===== config.mk =====
export PLATFORM = sky130hd
export DESIGN_NAME = display_7seg_controller
export DESIGN_NICKNAME = d
export VERILOG_FILES = /design/src/rtl/display_7seg_pkg.sv /design/src/rtl/display_7seg_controller_bin2bcd_seq.sv /design/src/rtl/display_7seg_controller.sv
export SDC_FILE = /design/constraint.sdc
export NUM_CORES = 1
export LEC_CHECK = 0
export CAP_MARGIN = 20
export CORE_MARGIN = 3
export CORE_UTILIZATION = 54
export CTS_CLUSTER_DIAMETER = 80
export DETAILED_ROUTE_END_ITERATION = 7
export PLACE_DENSITY = 0.86
export SLEW_MARGIN = 20
export SYNTH_ARGS = -nofsm -noshare
export SYNTH_HDL_FRONTEND = slang
export SYNTH_SLANG_ARGS = --single-unit

===== constraint.sdc =====
create_clock -name clock -period 1.9 [get_ports clock]
set_input_delay 0.19 -clock clock [delete_from_list [all_inputs] [get_ports clock]]
set_output_delay 0.19 -clock clock [all_outputs]
set_load 0.01 [all_outputs]

===== src/rtl/display_7seg_pkg.sv =====
// display_7seg_pkg: shared register map, FSM encoding and BCD helpers for display_7seg_controller.
// Rev 1.0
`default_nettype none

package display_7seg_pkg;

   localparam logic [1:0] c_OFF_DATA   = 2'd0;
   localparam logic [1:0] c_OFF_CTRL   = 2'd1;
   localparam logic [1:0] c_OFF_STATUS = 2'd2;
   localparam logic [1:0] c_OFF_SHOWN  = 2'd3;

   localparam int c_CTRL_MODE_BIT = 0;
   localparam int c_CTRL_HOLD_BIT = 1;
   localparam int c_STAT_BUSY_BIT = 0;
   localparam int c_STAT_OVF_BIT  = 1;

   localparam int c_BCD_WIDTH  = 40;
   localparam int c_CONV_ITERS = 32;
   localparam int c_CNT_WIDTH  = 6;
   localparam logic [c_CNT_WIDTH-1:0] c_LAST_ITER = 6'(c_CONV_ITERS - 1);

   typedef enum logic [1:0] {
      ST_IDLE    = 2'd0,
      ST_CONVERT = 2'd1,
      ST_COMMIT  = 2'd2
   } conv_state_t;

   // Double-dabble correction: every BCD digit >= 5 gets +3 before the shift.
   function automatic logic [c_BCD_WIDTH-1:0] bcd_adjust(input logic [c_BCD_WIDTH-1:0] bcd);
      logic [c_BCD_WIDTH-1:0] r;
      r = bcd;
      for (int i = 0; i < c_BCD_WIDTH / 4; i++) begin
         if (bcd[4*i +: 4] >= 4'd5) begin
            r[4*i +: 4] = bcd[4*i +: 4] + 4'd3;
         end
      end
      return r;
   endfunction

endpackage

`default_nettype wire


===== src/rtl/display_7seg_controller_bin2bcd_seq.sv =====
// bin2bcd_seq: iterative 32-bit binary to 10-digit BCD converter, one shift per clock.
// Rev 1.0
`default_nettype none

module bin2bcd_seq
   import display_7seg_pkg::*;
(
   input  logic                   clk,
   input  logic                   rst_n,
   input  logic                   i_start,
   input  logic                   i_abort,
   input  logic [31:0]            i_bin,
   output logic                   o_busy,
   output logic                   o_done,
   output logic [c_BCD_WIDTH-1:0] o_bcd
);

   conv_state_t            r_state;
   conv_state_t            w_state_next;
   logic [31:0]            r_bin;
   logic [c_BCD_WIDTH-1:0] r_bcd;
   logic [c_CNT_WIDTH-1:0] r_count;
   logic [c_BCD_WIDTH+31:0] w_shifted;

   assign w_shifted = {bcd_adjust(r_bcd), r_bin} << 1;

   always_ff @(posedge clk or negedge rst_n) begin
      if (!rst_n) begin
         r_state <= ST_IDLE;
      end else begin
         r_state <= w_state_next;
      end
   end

   // A start always wins, so a retrigger in CONVERT or COMMIT restarts cleanly.
   always_comb begin
      w_state_next = r_state;
      case (r_state)
         ST_IDLE:    w_state_next = ST_IDLE;
         ST_CONVERT: if (r_count == c_LAST_ITER) w_state_next = ST_COMMIT;
         ST_COMMIT:  w_state_next = ST_IDLE;
         default:    w_state_next = ST_IDLE;
      endcase
      if (i_start) begin
         w_state_next = ST_CONVERT;
      end else if (i_abort) begin
         w_state_next = ST_IDLE;
      end
   end

   always_ff @(posedge clk or negedge rst_n) begin
      if (!rst_n) begin
         r_bin   <= '0;
         r_bcd   <= '0;
         r_count <= '0;
      end else if (i_start) begin
         r_bin   <= i_bin;
         r_bcd   <= '0;
         r_count <= '0;
      end else if (r_state == ST_CONVERT) begin
         {r_bcd, r_bin} <= w_shifted;
         r_count        <= r_count + 1'b1;
      end
   end

   assign o_busy = (r_state != ST_IDLE);
   assign o_done = (r_state == ST_COMMIT);
   assign o_bcd  = r_bcd;

endmodule

`default_nettype wire


===== src/rtl/display_7seg_controller.sv =====
// display_7seg_controller: bus slave holding a value shown on 8 digits in hex or decimal.
// Optional HOLD freeze enabled by defining DISPLAY_7SEG_HOLD_EN. Rev 1.0
`default_nettype none

module display_7seg_controller
   import display_7seg_pkg::*;
#(
   parameter logic [31:0] BASE_ADDRESS     = 32'hFF20_0000,
   parameter logic [31:0] OVERFLOW_PATTERN = 32'h9999_9999
) (
   input  logic        clock,
   input  logic        reset_n,
   input  logic [31:0] bus_address,
   input  logic [31:0] bus_write_data,
   input  logic [3:0]  bus_byte_enable,
   input  logic        bus_write_enable,
   input  logic        bus_read_enable,
   output logic [31:0] bus_read_data,
   output logic [31:0] display_data,
   output logic        conversion_busy
);

   logic                   r_mode;
   logic                   r_ovf;
   logic [31:0]            r_data;
   logic                   w_hold;
   logic                   w_sel;
   logic [1:0]             w_off;
   logic                   w_wr_data;
   logic                   w_wr_ctrl;
   logic [31:0]            w_data_next;
   logic                   w_mode_next;
   logic                   w_start;
   logic                   w_abort;
   logic                   w_busy;
   logic                   w_done;
   logic                   w_commit;
   logic                   w_bcd_ovf;
   logic [c_BCD_WIDTH-1:0] w_bcd;
   logic [31:0]            w_rd_value;
   logic                   w_unused;

   assign w_unused  = &{1'b0, bus_address[1:0]};
   assign w_sel     = (bus_address[31:4] == BASE_ADDRESS[31:4]);
   assign w_off     = bus_address[3:2];
   assign w_wr_data = bus_write_enable && w_sel && (w_off == c_OFF_DATA);
   assign w_wr_ctrl = bus_write_enable && w_sel && (w_off == c_OFF_CTRL);

   always_comb begin
      w_data_next = r_data;
      if (w_wr_data) begin
         for (int b = 0; b < 4; b++) begin
            if (bus_byte_enable[b]) w_data_next[8*b +: 8] = bus_write_data[8*b +: 8];
         end
      end
   end

   assign w_mode_next = (w_wr_ctrl && bus_byte_enable[0]) ? bus_write_data[c_CTRL_MODE_BIT] : r_mode;
   assign w_start     = (w_wr_data || w_wr_ctrl) && w_mode_next;
   assign w_abort     = w_wr_ctrl && !w_mode_next && w_busy;
   // A same-edge retrigger or abort supersedes the result of the old conversion.
   assign w_commit    = w_done && !w_start && !w_abort;
   assign w_bcd_ovf   = (w_bcd[c_BCD_WIDTH-1:32] != '0);

`ifdef DISPLAY_7SEG_HOLD_EN
   logic r_hold;
   always_ff @(posedge clock or negedge reset_n) begin
      if (!reset_n) begin
         r_hold <= 1'b0;
      end else if (w_wr_ctrl && bus_byte_enable[0]) begin
         r_hold <= bus_write_data[c_CTRL_HOLD_BIT];
      end
   end
   assign w_hold = r_hold;
`else
   assign w_hold = 1'b0;
`endif

   bin2bcd_seq u_bin2bcd (
      .clk     (clock),
      .rst_n   (reset_n),
      .i_start (w_start),
      .i_abort (w_abort),
      .i_bin   (w_data_next),
      .o_busy  (w_busy),
      .o_done  (w_done),
      .o_bcd   (w_bcd)
   );

   always_ff @(posedge clock or negedge reset_n) begin
      if (!reset_n) begin
         r_data       <= '0;
         r_mode       <= 1'b0;
         r_ovf        <= 1'b0;
         display_data <= '0;
      end else begin
         r_data <= w_data_next;
         r_mode <= w_mode_next;
         if (w_abort) begin
            r_ovf <= 1'b0;
         end else if (w_commit) begin
            r_ovf <= w_bcd_ovf;
         end
         if (!w_hold) begin
            if (!r_mode) begin
               display_data <= r_data;
            end else if (w_commit) begin
               display_data <= w_bcd_ovf ? OVERFLOW_PATTERN : w_bcd[31:0];
            end
         end
      end
   end

   always_comb begin
      w_rd_value = '0;
      if (w_sel) begin
         case (w_off)
            c_OFF_DATA: w_rd_value = r_data;
            c_OFF_CTRL: begin
               w_rd_value[c_CTRL_MODE_BIT] = r_mode;
               w_rd_value[c_CTRL_HOLD_BIT] = w_hold;
            end
            c_OFF_STATUS: begin
               w_rd_value[c_STAT_BUSY_BIT] = w_busy;
               w_rd_value[c_STAT_OVF_BIT]  = r_ovf;
            end
            c_OFF_SHOWN: w_rd_value = display_data;
            default:     w_rd_value = '0;
         endcase
      end
   end

   always_ff @(posedge clock or negedge reset_n) begin
      if (!reset_n) begin
         bus_read_data <= '0;
      end else if (bus_read_enable) begin
         bus_read_data <= w_rd_value;
      end
   end

   assign conversion_busy = w_busy;

endmodule

`default_nettype wire

* After elaboration in Yosys (flattened, before gate mapping)
Cells that the tools add are included.
** Storage, ports and cells
- Register bits :: 178
- Input port bits :: 72
- Output and inout port bits :: 65
- Word-level logic and storage cells :: 91
** Cells by class
- Add/subtract/negate cells :: 11
- Order comparisons :: 10
- Equal/unequal tests :: 9
- Multiplexer cells :: 34
- Reductions and logical operators :: 18
** Operators with widths (number)
- 32-bit 2-to-1 mux :: 7
- 40-bit 2-to-1 mux :: 2
- 30-bit one-hot mux with 2 select lines :: 1
- 4-bit by 3-bit >= comparator with 1-bit output (second input constant) :: 10
- 4-bit by 2-bit adder with 4-bit output (second input constant) :: 9
- 4-bit 2-to-1 mux :: 9
- 8-bit 2-to-1 mux :: 4
- 28-bit == test (second input constant) :: 1
- 6-bit 2-to-1 mux :: 2
- 1-bit logical AND :: 9
- 2-bit 2-to-1 mux :: 4
- 2-bit one-hot mux with 4 select lines :: 1
- 8-bit nonzero test :: 1
- 6-bit by 1-bit adder with 6-bit output (second input constant) :: 1
- 2-bit == test (second input constant) :: 3
- 6-bit by 5-bit == test with 1-bit output (second input constant) :: 1
- 2-bit nonzero test :: 3
- 2-bit by 1-bit == test with 1-bit output (second input constant) :: 2
- 4-bit by 3-bit inequality test with 1-bit output (second input constant) :: 1
- 3-bit by 2-bit adder with 3-bit output (second input constant) :: 1
- 1-bit zero test :: 3
- 1-bit 2-to-1 mux :: 3
- 3-bit 2-to-1 mux :: 1
- 2-bit zero test :: 1
- 2 further kinds :: 2

* Depth between registers and ports, before layout
Gate-level depths: netlist of the first run.
- Depth in word-level cells :: 12
- Depth in mapped cells :: 10
- Depth with buffers taken out :: 7

* By module
From an unflattened synthesis of the first run, not the netlist that was laid out.
** Unflattened totals
- Cells, all modules :: 867
- Area total of the unflattened synthesis :: 9026.2 sq um
** Modules (own cells, without submodules)
- bin2bcd_seq :: instances 1, cells each 491, area each 4556.9 sq um, seq. area each 2001.9 sq um
- display_7seg_controller :: instances 1, cells each 376, area each 4469.3 sq um, seq. area each 2452.4 sq um

* Worst setup path before layout of the first run
OpenSTA, ideal clock, no wires.
- Path type :: input to register
- Start :: in bus_address[23]
- End :: reg u_bin2bcd.r_bin[0]
- Setup time :: 118 ps
- Data arrival time :: 1909 ps
- Data required time :: 1782 ps
- Slack :: -127 ps
- Cell stages on the path :: 6
- Buffers on the path :: 1
- Path through :: or2_1 > or3_1 > buf_2 > nor4_4 > mux2_2 > a21o_1
** On the way
- Elaborated cells between the ends (all ways) :: 11
- Classes of those cells :: 1 x eq/ne; 3 x mux; 7 x reduce/logical
** RTL lines
- start, declared :: RTL line display_7seg_controller.sv:13 : input logic [31:0] bus_address,
- 28-bit == test :: RTL line display_7seg_controller.sv:44 : assign w_sel = (bus_address[31:4] == BASE_ADDRESS[31:4]);
- 1-bit logical AND (2 in series) :: RTL line display_7seg_controller.sv:46 : assign w_wr_data = bus_write_enable && w_sel && (w_off == c_OFF_DATA);
- 32-bit 2-to-1 mux :: RTL line display_7seg_controller.sv:51 : if (w_wr_data) begin
- named net u_bin2bcd.i_bin[0] :: RTL line display_7seg_controller_bin2bcd_seq.sv:12 : input logic [31:0] i_bin,
- 32-bit 2-to-1 mux :: RTL line display_7seg_controller_bin2bcd_seq.sv:56 : end else if (i_start) begin
- end signal, assigned :: RTL line display_7seg_controller_bin2bcd_seq.sv:57 : r_bin <= i_bin;
- end signal, assigned :: RTL line display_7seg_controller_bin2bcd_seq.sv:61 : {r_bcd, r_bin} <= w_shifted;
- end, declared :: RTL line display_7seg_controller_bin2bcd_seq.sv:20 : logic [31:0] r_bin;
The timed path passes the listed nets, and every way through them passes these cells.
A chain may end at the register's enable or synchronous reset.

* Worst setup path after layout of the first run
- Start :: in bus_address[2]
- End :: reg u_bin2bcd.r_bin[3]
** On the way
- Elaborated cells between the ends (all ways) :: 11
- Classes of those cells :: 1 x eq/ne; 3 x mux; 7 x reduce/logical
** RTL lines (RTL line)
- 2-bit zero test :: display_7seg_controller.sv:46
- 1-bit logical AND :: display_7seg_controller.sv:46
- 32-bit 2-to-1 mux :: display_7seg_controller.sv:51
- named net u_bin2bcd.i_bin[3] :: display_7seg_controller_bin2bcd_seq.sv:12
- 32-bit 2-to-1 mux :: display_7seg_controller_bin2bcd_seq.sv:56
The timed path passes the listed nets, and every way through them passes these cells.

==> results of run 1 <==
-- placed cells by master (no fill, tap or decap), types with 10 or more instances in the layout --
cell	synthesis	layout
o22ai_1	30	30
clkbuf_16	0	17
buf_12	0	14
o21ai_0	34	33
nor3_1	29	29
clkbuf_2	0	11
a21o_1	33	33
a21oi_1	97	94
a22oi_1	31	31
nor2_1	32	30
dlygate4sd2_1	0	12
clkdlybuf4s50_1	0	103
inv_1	55	54
nand2_1	109	109
mux2i_1	40	40
mux2_2	34	18
buf_6	0	13
xor2_1	12	12
mux2_4	0	16
ha_1	28	27
xnor2_1	11	11
nand2b_1	11	10
dfrtp_1	178	177
nand3_1	34	34
buf_4	1	52
-- flip-flops by register name, summed over array words and instances, names as in the netlist --
signal	flops
u_bin2bcd.o_bcd	40
u_bin2bcd.r_count	6
r_ovf	1
bus_read_data	32
u_bin2bcd.r_state	2
r_mode	1
display_data	32
u_bin2bcd.r_bin	32
r_data	32
-- critical path, cell delays in order --
cell           delay [ps]
dlygate4sd2_1         260
inv_1                 100
ha_2                  190
buf_4                 130
nand3_1               200
nor4_4                360
buf_4                 250
mux2_2                380
a21o_1                170
-- cells by family (layout without fill, tap and decap cells) --
| logic type | Yosys count | after routing | synth area share |
|---|---|---|---|
| simple gates | 243 | 243 | 0.133 |
| buf+inv | 116 | 306 | 0.0522 |
| compound gates | 241 | 241 | 0.163 |
| xor+xnor | 23 | 23 | 0.0227 |
| mux | 74 | 74 | 0.0881 |
| fa+ha+maj | 28 | 28 | 0.0394 |
| flops | 178 | 178 | 0.501 |
-- Yosys cell counts, drive strengths merged (8+ instances only) --
| library cell | number | area (sq um) |
|---|---|---|
| dfrtp | 178 | 4450 |
| nor3 | 29 | 145 |
| inv | 55 | 206 |
| a21o | 33 | 248 |
| o22ai | 30 | 188 |
| nor4 | 8 | 110 |
| xor2 | 12 | 105 |
| nand2 | 109 | 409 |
| xnor2 | 11 | 96.3 |
| buf | 23 | 115 |
| mux2i | 40 | 400 |
| nand2b | 11 | 68.8 |
| clkbuf | 38 | 143 |
| mux2 | 34 | 383 |
| ha | 28 | 350 |
| nand3 | 34 | 170 |
| o21ai | 41 | 205 |
| a22oi | 31 | 233 |
| nor2 | 32 | 120 |
| a21oi | 97 | 485 |
-- power by group through the flow --
stage | logic (mW) | registers [mW] | clock network (mW)
after global routing | 0.355 | 3.79 | 3.56
after global placement | 0.331 | 3.86 | 0
final | 0.328 | 3.79 | 3.41
after detailed placement | 0.334 | 3.86 | 0
after CTS | 0.323 | 3.79 | 3.39
after floorplan | 0.0580 | 3.86 | 0
-- final timing paths --
check | end | slack [ps] | depth (start not counted)
worst max-delay path | u_bin2bcd.r_bin[3] | -30 | 9
min in group clock | r_data[26] | 380 | 2
worst min-delay path | bus_read_data[5] | 240 | 2
max in group asynchronous | bus_read_data[27] | 950 | 3
worst min register to register | u_bin2bcd.r_state[1] | 500 | 1
worst max register to register | u_bin2bcd.r_bin[1] | 70 | 8
-- layout make-up --
cell class,instances,area [sq um]
fill,1058,4180
clock buffer,21,460
tap,216,270
clock inverter,11,103
sequential,178,4460
timing repair buffer,219,2210
multi-input combinational,609,4120
inverter,55,206
-- per-stage QoR --
stage | total power [mW] | hold slack (ps)
after floorplan | 3.92 | -106
after global placement | 4.19 | 124
after detailed placement | 4.19 | 126
after CTS | 7.50 | 239
after global routing | 7.70 | 267
final | 7.52 | 242
-- timing repair --
| item | 4_1_cts | 5_1_grt |
|---|---|---|
| resized for setup | 66 | 55 |
| endpoints found under the hold margin | 37 | 0 |
| setup endpoints to repair | 94 | 66 |
| cloned | 3 | 0 |
| buffers inserted | 16 | 11 |
| pin swaps | 14 | 12 |
| hold buffers | 1 | 0 |
-- per-layer routing --
layer	track usage	vias up
met5	0	-
met4	0.116	0
met3	0.0630	88
met2	0.483	431
met1	0.354	3943
li1	-	3508
==> impl_metrics.env, run 1 <==
export IMPL_critPathRequiredTime_ps=2220
export IMPL_p_sw_mw=1.70
export IMPL_clock_fmax_mhz=519
export IMPL_fin_nets=1180
export IMPL_pwr_density_cell_nw_per_um2=636
export IMPL_synth_nets=1003
export IMPL_grt_pass1_vias=8091
export IMPL_drt_iter0_markers=1036
export IMPL_start_util=0.555
export IMPL_ys_async_sr_fraction=1.00
export IMPL_avgRoutedWirePerCell_um=20.0
export IMPL_hp_class="input port to async pin"
export IMPL_dp_cells=1248
export IMPL_synthFlopType="dfrtp_1"
export IMPL_numCtsBuffers=17
export IMPL_antenna_found_initial=0
export IMPL_dieWidth_um=134
export IMPL_post_route_drc_count=0
export IMPL_fin_util=0.739
export IMPL_cts_max_level=4
export IMPL_ir_worst_vdd_v=0.000632
export IMPL_path_max_fanout=8
export IMPL_place_area_sq_um=10800
export IMPL_core_sq_um=16000
export IMPL_r2r_start="r_mode"
export IMPL_fin_cells=1309
export IMPL_worst_pin_slew_ps=411
export IMPL_violations="negative setup slack"
export IMPL_slew_violations=0
export IMPL_cp_end_kind="flop"
export IMPL_vias_per_cell=6.09
export IMPL_p_int_mw=5.82
export IMPL_dp_slack_ps=-621
export IMPL_ant_nets=0
export IMPL_num_antenna_cells=0
export IMPL_rows=46
export IMPL_seq_area_frac_synth=0.501
export IMPL_clk_pin_slew_worst_paths_ps=70
export IMPL_wl_met2_mm=13.1
export IMPL_critPathLaunchType="input port"
export IMPL_insertion_delay_ps=430
export IMPL_grt_max_degree=66
export IMPL_p_seq_frac=0.503
export IMPL_fin_tns_setup_ps=-69.6
export IMPL_firstDrtPassIters=6
export IMPL_drive_above_1_share=0.169
export IMPL_fin_skew_ps=10.6
export IMPL_max_slew_margin=0.726
export IMPL_setup_ws_ps=-26.0
export IMPL_switching_share=0.226
export IMPL_synth_edf_count=0
export IMPL_clk_path_buf_depth=2
export IMPL_grt_pass1_wl_mm=41.0
export IMPL_finish_instance_area_sq_um=11800
export IMPL_cap_violations=0
export IMPL_ios=137
export IMPL_met3_length_mm=2.12
export IMPL_area_growth_pct=33.1
export IMPL_yosys_warnings=0
export IMPL_die_area_sq_um=18000
export IMPL_cts_tree="built"
export IMPL_comb_power_share=0.044
export IMPL_startpoint="bus_address[2]"
export IMPL_period_share=1.01
export IMPL_wl_met1_mm=10.1
export IMPL_grt_usage=0.285
export IMPL_syn_inst=903
export IMPL_synth_cell_types=43
export IMPL_finalHoldViolCount=0
export IMPL_dp_hpwl_mm=16.1
export IMPL_setup_worst_path_class="input port to flop"
export IMPL_clkSinkCount=178
export IMPL_gp_congestion=0.807
export IMPL_fin_crit_ps=1930
export IMPL_syn_area_per_cell_sq_um=9.84
export IMPL_setup_viol=6
export IMPL_via_count=7970
export IMPL_run_status="finished with violations"
export IMPL_p_clk_frac=0.453
export IMPL_leakage_nw=5.12
export IMPL_die_h_um=134
export IMPL_cts_root_buf="clkbuf_16"
export IMPL_synth_area_sq_um=8890
export IMPL_ys_ff_latch=178
export IMPL_overflow=0
export IMPL_drt_wl_total_mm=26.2
export IMPL_port_buffers=134
export IMPL_maxUsedRoutingLayer="met4"
export IMPL_critical_path_arrival_ps=2240
Note: power is estimated with default switching activity, not from simulation.
==> run 2, diff against run 1 <==
--- a/config.mk
+++ b/config.mk
@@ -7,11 +7,12 @@
 export LEC_CHECK = 0
 export CAP_MARGIN = 20
 export CORE_MARGIN = 3
-export CORE_UTILIZATION = 54
+export CORE_UTILIZATION = 55
+export CTS_BUF_LIST = sky130_fd_sc_hd__clkbuf_2 sky130_fd_sc_hd__clkbuf_4 sky130_fd_sc_hd__clkbuf_8
 export CTS_CLUSTER_DIAMETER = 80
 export DETAILED_ROUTE_END_ITERATION = 7
-export PLACE_DENSITY = 0.86
-export SLEW_MARGIN = 20
+export PLACE_DENSITY = 0.87
+export SLEW_MARGIN = 30
 export SYNTH_ARGS = -nofsm -noshare
 export SYNTH_HDL_FRONTEND = slang
 export SYNTH_SLANG_ARGS = --single-unit
==> impl_metrics.env, run 2 (same netlist as run 1, synthesis figures left out) <==
export IMPL_run_status="finished with violations"
export IMPL_violations="negative setup slack"
export IMPL_drt_wl_total_mm=26.6
export IMPL_dp_slack_ps=-640
export IMPL_startpoint="bus_address[23]"
export IMPL_leakage_nw=5.23
export IMPL_drt_iter0_markers=1019
export IMPL_port_buffers=134
export IMPL_cp_num_buf_inv=3
export IMPL_setup_worst_path_class="input port to flop"
export IMPL_die_h_um=133
export IMPL_vias_per_cell=6.18
export IMPL_switching_share=0.211
export IMPL_pwr_density_cell_nw_per_um2=596
export IMPL_place_area_sq_um=10800
export IMPL_hold_worst_slack_ps=234
export IMPL_numCtsBuffers=17
export IMPL_num_antenna_cells=0
export IMPL_fin_nets=1165
export IMPL_finish_instance_area_sq_um=11800
export IMPL_endpoint="u_bin2bcd.r_bin[5]"
export IMPL_antenna_found_initial=0
export IMPL_dieWidth_um=133
export IMPL_max_slew_margin=0.554
export IMPL_grt_max_degree=53
export IMPL_critPathLaunchType="input port"
export IMPL_wl_met1_mm=9.93
export IMPL_overflow=0
export IMPL_cts_root_buf="clkbuf_8"
export IMPL_p_seq_frac=0.539
export IMPL_cpPeakStageDelay_ps=420
export IMPL_crit_cells=8
export IMPL_cap_violations=0
export IMPL_path_max_fanout=8
export IMPL_rows=45
export IMPL_grt_usage=0.281
export IMPL_insertion_delay_ps=460
export IMPL_fin_crit_ps=1940
export IMPL_avgRoutedWirePerCell_um=20.7
export IMPL_setup_viol=10
export IMPL_grt_pass1_wl_mm=40.2
export IMPL_hp_class="input port to async pin"
export IMPL_p_int_mw=5.53
export IMPL_layout_commonest_cell="dfrtp_1"
export IMPL_critPathRequiredTime_ps=2240
export IMPL_finalHoldViolCount=0
export IMPL_ff2ff_setup_slack_ps=-10
export IMPL_grt_pass1_vias=7930
export IMPL_gp_congestion=0.832
export IMPL_maxUsedRoutingLayer="met4"
export IMPL_p_clk_frac=0.411
export IMPL_via_count=7956
export IMPL_post_route_drc_count=0
export IMPL_cts_tree="built"
export IMPL_period_share=1.02
export IMPL_clock_fmax_mhz=516
export IMPL_cts_max_level=4
export IMPL_largest_register_ffs=40
export IMPL_dp_hpwl_mm=16.4
export IMPL_ir_worst_vdd_v=0.000503
export IMPL_firstDrtPassIters=6
export IMPL_setup_ws_ps=-38.7
export IMPL_fin_util=0.761
export IMPL_slew_violations=0
export IMPL_clk_path_buf_depth=2
export IMPL_area_growth_pct=32.5
export IMPL_crit_slowest_cell="or3_4"
export IMPL_cp_end_kind="flop"
export IMPL_final_cell_mix="dfrtp_1, nand2_1, clkdlybuf4s50_1"
export IMPL_clk_pin_slew_worst_paths_ps=90
export IMPL_p_sw_mw=1.48
export IMPL_wl_met2_mm=13.3
export IMPL_comb_power_share=0.050
export IMPL_ios=137
export IMPL_die_area_sq_um=17700
export IMPL_fin_skew_ps=9.32
export IMPL_drive_above_1_share=0.145
export IMPL_reg2regPathDepth=6
export IMPL_timing_rr_end="u_bin2bcd.o_bcd[7]"
export IMPL_r2r_start="r_mode"
export IMPL_core_sq_um=15500
export IMPL_worst_pin_slew_ps=667
export IMPL_critPathTopFamily="simple AND/OR/NAND/NOR gates"
export IMPL_crit_chain="dlygate4sd2_1 -> or2_1 -> or3_4 -> buf_6 -> nor4_4 -> buf_12 -> mux2_4 -> a21o_1"
export IMPL_clkSinkCount=178
export IMPL_fin_tns_setup_ps=-68.8
export IMPL_critical_path_arrival_ps=2280
export IMPL_met3_length_mm=2.41
export IMPL_start_util=0.574
export IMPL_ant_nets=0
-- run 2: per-stage QoR --
stage	power, mW	cells
detailed placement	4.20	1237
finish	7.02	1288
floorplan	3.92	903
global route	7.21	1288
CTS	7.05	1275
global placement	4.19	1237
-- run 2: what timing repair did --
action / 4_1_cts / 5_1_grt
endpoints found under the hold margin: 45 / 0
resized for setup: 19 / 58
buffers inserted: 3 / 11
endpoints found under the setup margin: 79 / 152
hold buffers: 1 / 0
pin swaps: 5 / 18
cloned: 3 / 4
-- run 2: worst min path at each step --
stage                             end  cells after the start    start
floorplan            bus_read_data[0]                      0  reset_n
global placement    bus_read_data[12]                      1  reset_n
detailed placement         r_data[15]                      1  reset_n
CTS                        r_data[15]                      2  reset_n
global route        bus_read_data[14]                      2  reset_n
finish               display_data[14]                      2  reset_n
-- run 2: power groups by stage --
stage | clock [mW] | combinational, mW | sequential [mW]
2_1_floorplan | 0 | 0.0580 | 3.86
3_3_place_gp | 0 | 0.332 | 3.86
3_5_place_dp | 0 | 0.338 | 3.86
4_1_cts | 2.92 | 0.345 | 3.78
5_1_grt | 3.05 | 0.379 | 3.78
6_report | 2.88 | 0.352 | 3.78
-- run 2: layout make-up --
type | instances | area (sq um)
fill | 931 | 3700
timing repair buffer | 204 | 2270
inverter | 55 | 206
clock buffer | 23 | 298
multi-input combinational | 609 | 4140
tap | 211 | 264
sequential | 178 | 4460
clock inverter | 8 | 150
-- run 2: worst reg2reg max path, cell delays in order, from the launching register on --
cell and delay, ps:
dfrtp_2 450, mux2i_1 140, mux2_4 300, nor4b_4 320, buf_6 210, bufbuf_16 310, a21oi_1 70
-- run 2: per-layer routing --
metal,GRT usage,up-vias
met3,0.0563,109
met1,0.357,3853
li1,-,3472
met2,0.479,522
met4,0.106,0
met5,0,-
==> run 3, diff against run 2 <==
--- a/config.mk
+++ b/config.mk
@@ -6,10 +6,8 @@
 export NUM_CORES = 1
 export LEC_CHECK = 0
 export CAP_MARGIN = 20
-export CORE_MARGIN = 3
 export CORE_UTILIZATION = 55
 export CTS_BUF_LIST = sky130_fd_sc_hd__clkbuf_2 sky130_fd_sc_hd__clkbuf_4 sky130_fd_sc_hd__clkbuf_8
-export CTS_CLUSTER_DIAMETER = 80
 export DETAILED_ROUTE_END_ITERATION = 7
 export PLACE_DENSITY = 0.87
 export SLEW_MARGIN = 30
==> impl_metrics.env, run 3 (same netlist as run 1, synthesis figures left out) <==
export IMPL_wl_met2_mm=13.5
export IMPL_gp_congestion=0.851
export IMPL_clock_fmax_mhz=513
export IMPL_drive_above_1_share=0.158
export IMPL_reg2regPathDepth=7
export IMPL_period_share=1.03
export IMPL_firstDrtPassIters=6
export IMPL_r2r_start="u_bin2bcd.o_bcd[13]"
export IMPL_grt_pass1_wl_mm=38.1
export IMPL_core_sq_um=15800
export IMPL_largest_register_ffs=40
export IMPL_leakage_nw=5.23
export IMPL_vias_per_cell=6.16
export IMPL_ant_nets=0
export IMPL_clk_pin_slew_worst_paths_ps=100
export IMPL_startpoint="bus_address[19]"
export IMPL_cp_end_kind="flop"
export IMPL_rows=46
export IMPL_dp_cells=1250
export IMPL_setup_worst_path_class="input port to flop"
export IMPL_timing_rr_end="u_bin2bcd.o_bcd[14]"
export IMPL_die_area_sq_um=16700
export IMPL_cts_max_level=4
export IMPL_grt_max_degree=72
export IMPL_rsz0062_at_grt="true"
export IMPL_clkSinkCount=178
export IMPL_maxUsedRoutingLayer="met4"
export IMPL_insertion_delay_ps=490
export IMPL_slew_violations=0
export IMPL_dp_hpwl_mm=15.6
export IMPL_p_int_mw=5.45
export IMPL_antenna_found_initial=0
export IMPL_run_status="finished with violations"
export IMPL_fin_cells=1304
export IMPL_setup_viol=28
export IMPL_start_util=0.562
export IMPL_drt_iter0_markers=967
export IMPL_num_fill_cells=951
export IMPL_avgRoutedWirePerCell_um=20.8
export IMPL_dieWidth_um=129
export IMPL_multi_input_area_sq_um=4150
export IMPL_setup_ws_ps=-47.8
export IMPL_p_clk_frac=0.413
export IMPL_met3_length_mm=2.20
export IMPL_fin_crit_ps=1950
export IMPL_switching_share=0.230
export IMPL_cts_tree="built"
export IMPL_fin_nets=1176
export IMPL_critPathRequiredTime_ps=2290
export IMPL_wl_met1_mm=10.5
export IMPL_pwr_density_cell_nw_per_um2=598
export IMPL_via_count=8036
export IMPL_port_buffers=134
export IMPL_post_route_drc_count=0
export IMPL_hp_class="input port to async pin"
export IMPL_max_slew_margin=0.675
export IMPL_fin_util=0.748
export IMPL_layout_commonest_cell="dfrtp_1"
export IMPL_clk_path_buf_depth=2
export IMPL_ios=137
export IMPL_grt_usage=0.298
export IMPL_worst_pin_slew_ps=487
export IMPL_fin_skew_ps=16.7
export IMPL_comb_power_share=0.052
export IMPL_num_antenna_cells=0
export IMPL_p_sw_mw=1.63
export IMPL_finalHoldViolCount=0
export IMPL_path_max_fanout=8
export IMPL_violations="negative setup slack"
export IMPL_area_growth_pct=33.2
export IMPL_overflow=0
export IMPL_final_cell_mix="dfrtp_1, clkdlybuf4s50_1, nand2_1"
export IMPL_cap_violations=0
export IMPL_critical_path_arrival_ps=2330
export IMPL_numCtsBuffers=17
export IMPL_die_h_um=129
export IMPL_p_seq_frac=0.535
export IMPL_critPathLaunchType="input port"
export IMPL_drt_wl_total_mm=27.1
export IMPL_ff2ff_setup_slack_ps=-20
export IMPL_cts_root_buf="clkbuf_8"
export IMPL_seqCellArea_sq_um=4460
export IMPL_grt_pass1_vias=7656
export IMPL_ir_worst_vdd_v=0.000419
-- run 3: changes by cell type in the layout (fill, tap and decap cells not counted), moves of 4 or more --
cell,delta
buf_4,+7
clkdlybuf4s50_1,+6
dlymetal6s2s_1,-7
mux2_2,+8
mux2_4,-8
nor3_1,-4
-- run 3: cell type report --
| class | count | share of cell area |
|---|---|---|
| Sequential cell | 178 | 0.376 |
| Multi-Input combinational cell | 609 | 0.351 |
| Timing Repair Buffer | 215 | 0.196 |
| Tap cell | 216 | 0.0228 |
| Clock buffer | 19 | 0.0216 |
| Inverter | 55 | 0.0174 |
| Clock inverter | 12 | 0.0150 |
-- run 3: critical path, cell delays in order --
cell and delay [ps]:
clkdlybuf4s50_1 440, nor4_2 300, nand4_1 170, buf_6 190
buf_4 150, nor4_4 150, buf_6 200, mux2_2 370
a21o_1 170
-- run 3: per-layer routing --
metal | vias to the layer above | track usage
li1 | 3495 | -
met1 | 3953 | 0.378
met2 | 499 | 0.501
met3 | 89 | 0.0607
met4 | 0 | 0.116
met5 | - | 0
-- run 3: worst max-delay path by stage --
stage,endpoint
2_1_floorplan,u_bin2bcd.r_bin[0]
6_report,u_bin2bcd.r_bin[11]
3_3_place_gp,u_bin2bcd.r_bin[0]
3_5_place_dp,display_data[8]
4_1_cts,u_bin2bcd.r_bin[8]
5_1_grt,u_bin2bcd.o_bcd[14]
-- run 3: power groups by stage --
stage	combinational (mW)	sequential, mW	clock (mW)
after CTS	0.341	3.78	2.91
final	0.369	3.78	2.93
after detailed placement	0.338	3.86	0
after global placement	0.334	3.86	0
after floorplan	0.0580	3.86	0
after global routing	0.395	3.79	3.08
-- run 3: what timing repair did --
item / 4_1_cts / 5_1_grt
hold buffers: 1 / 0
pin swaps: 9 / 16
gates cloned: 1 / 4
hold endpoints to repair: 178 / 0
resized for setup: 21 / 60
buffers inserted: 4 / 13
setup endpoints to repair: 95 / 111
-- run 3: stage by stage --
step	TNS, ps	power (mW)	setup slack [ps]	cell area [sq um]	hold WS [ps]
CTS	-13.3	7.04	-9.92	11400	122
finish	-548	7.08	-47.8	11800	128
global placement	-80070	4.19	-593	10800	64.2
detailed placement	-85630	4.20	-643	10800	64.5
global route	-3450	7.26	-151	11800	128
floorplan	-299	3.92	-9.36	8900	-106
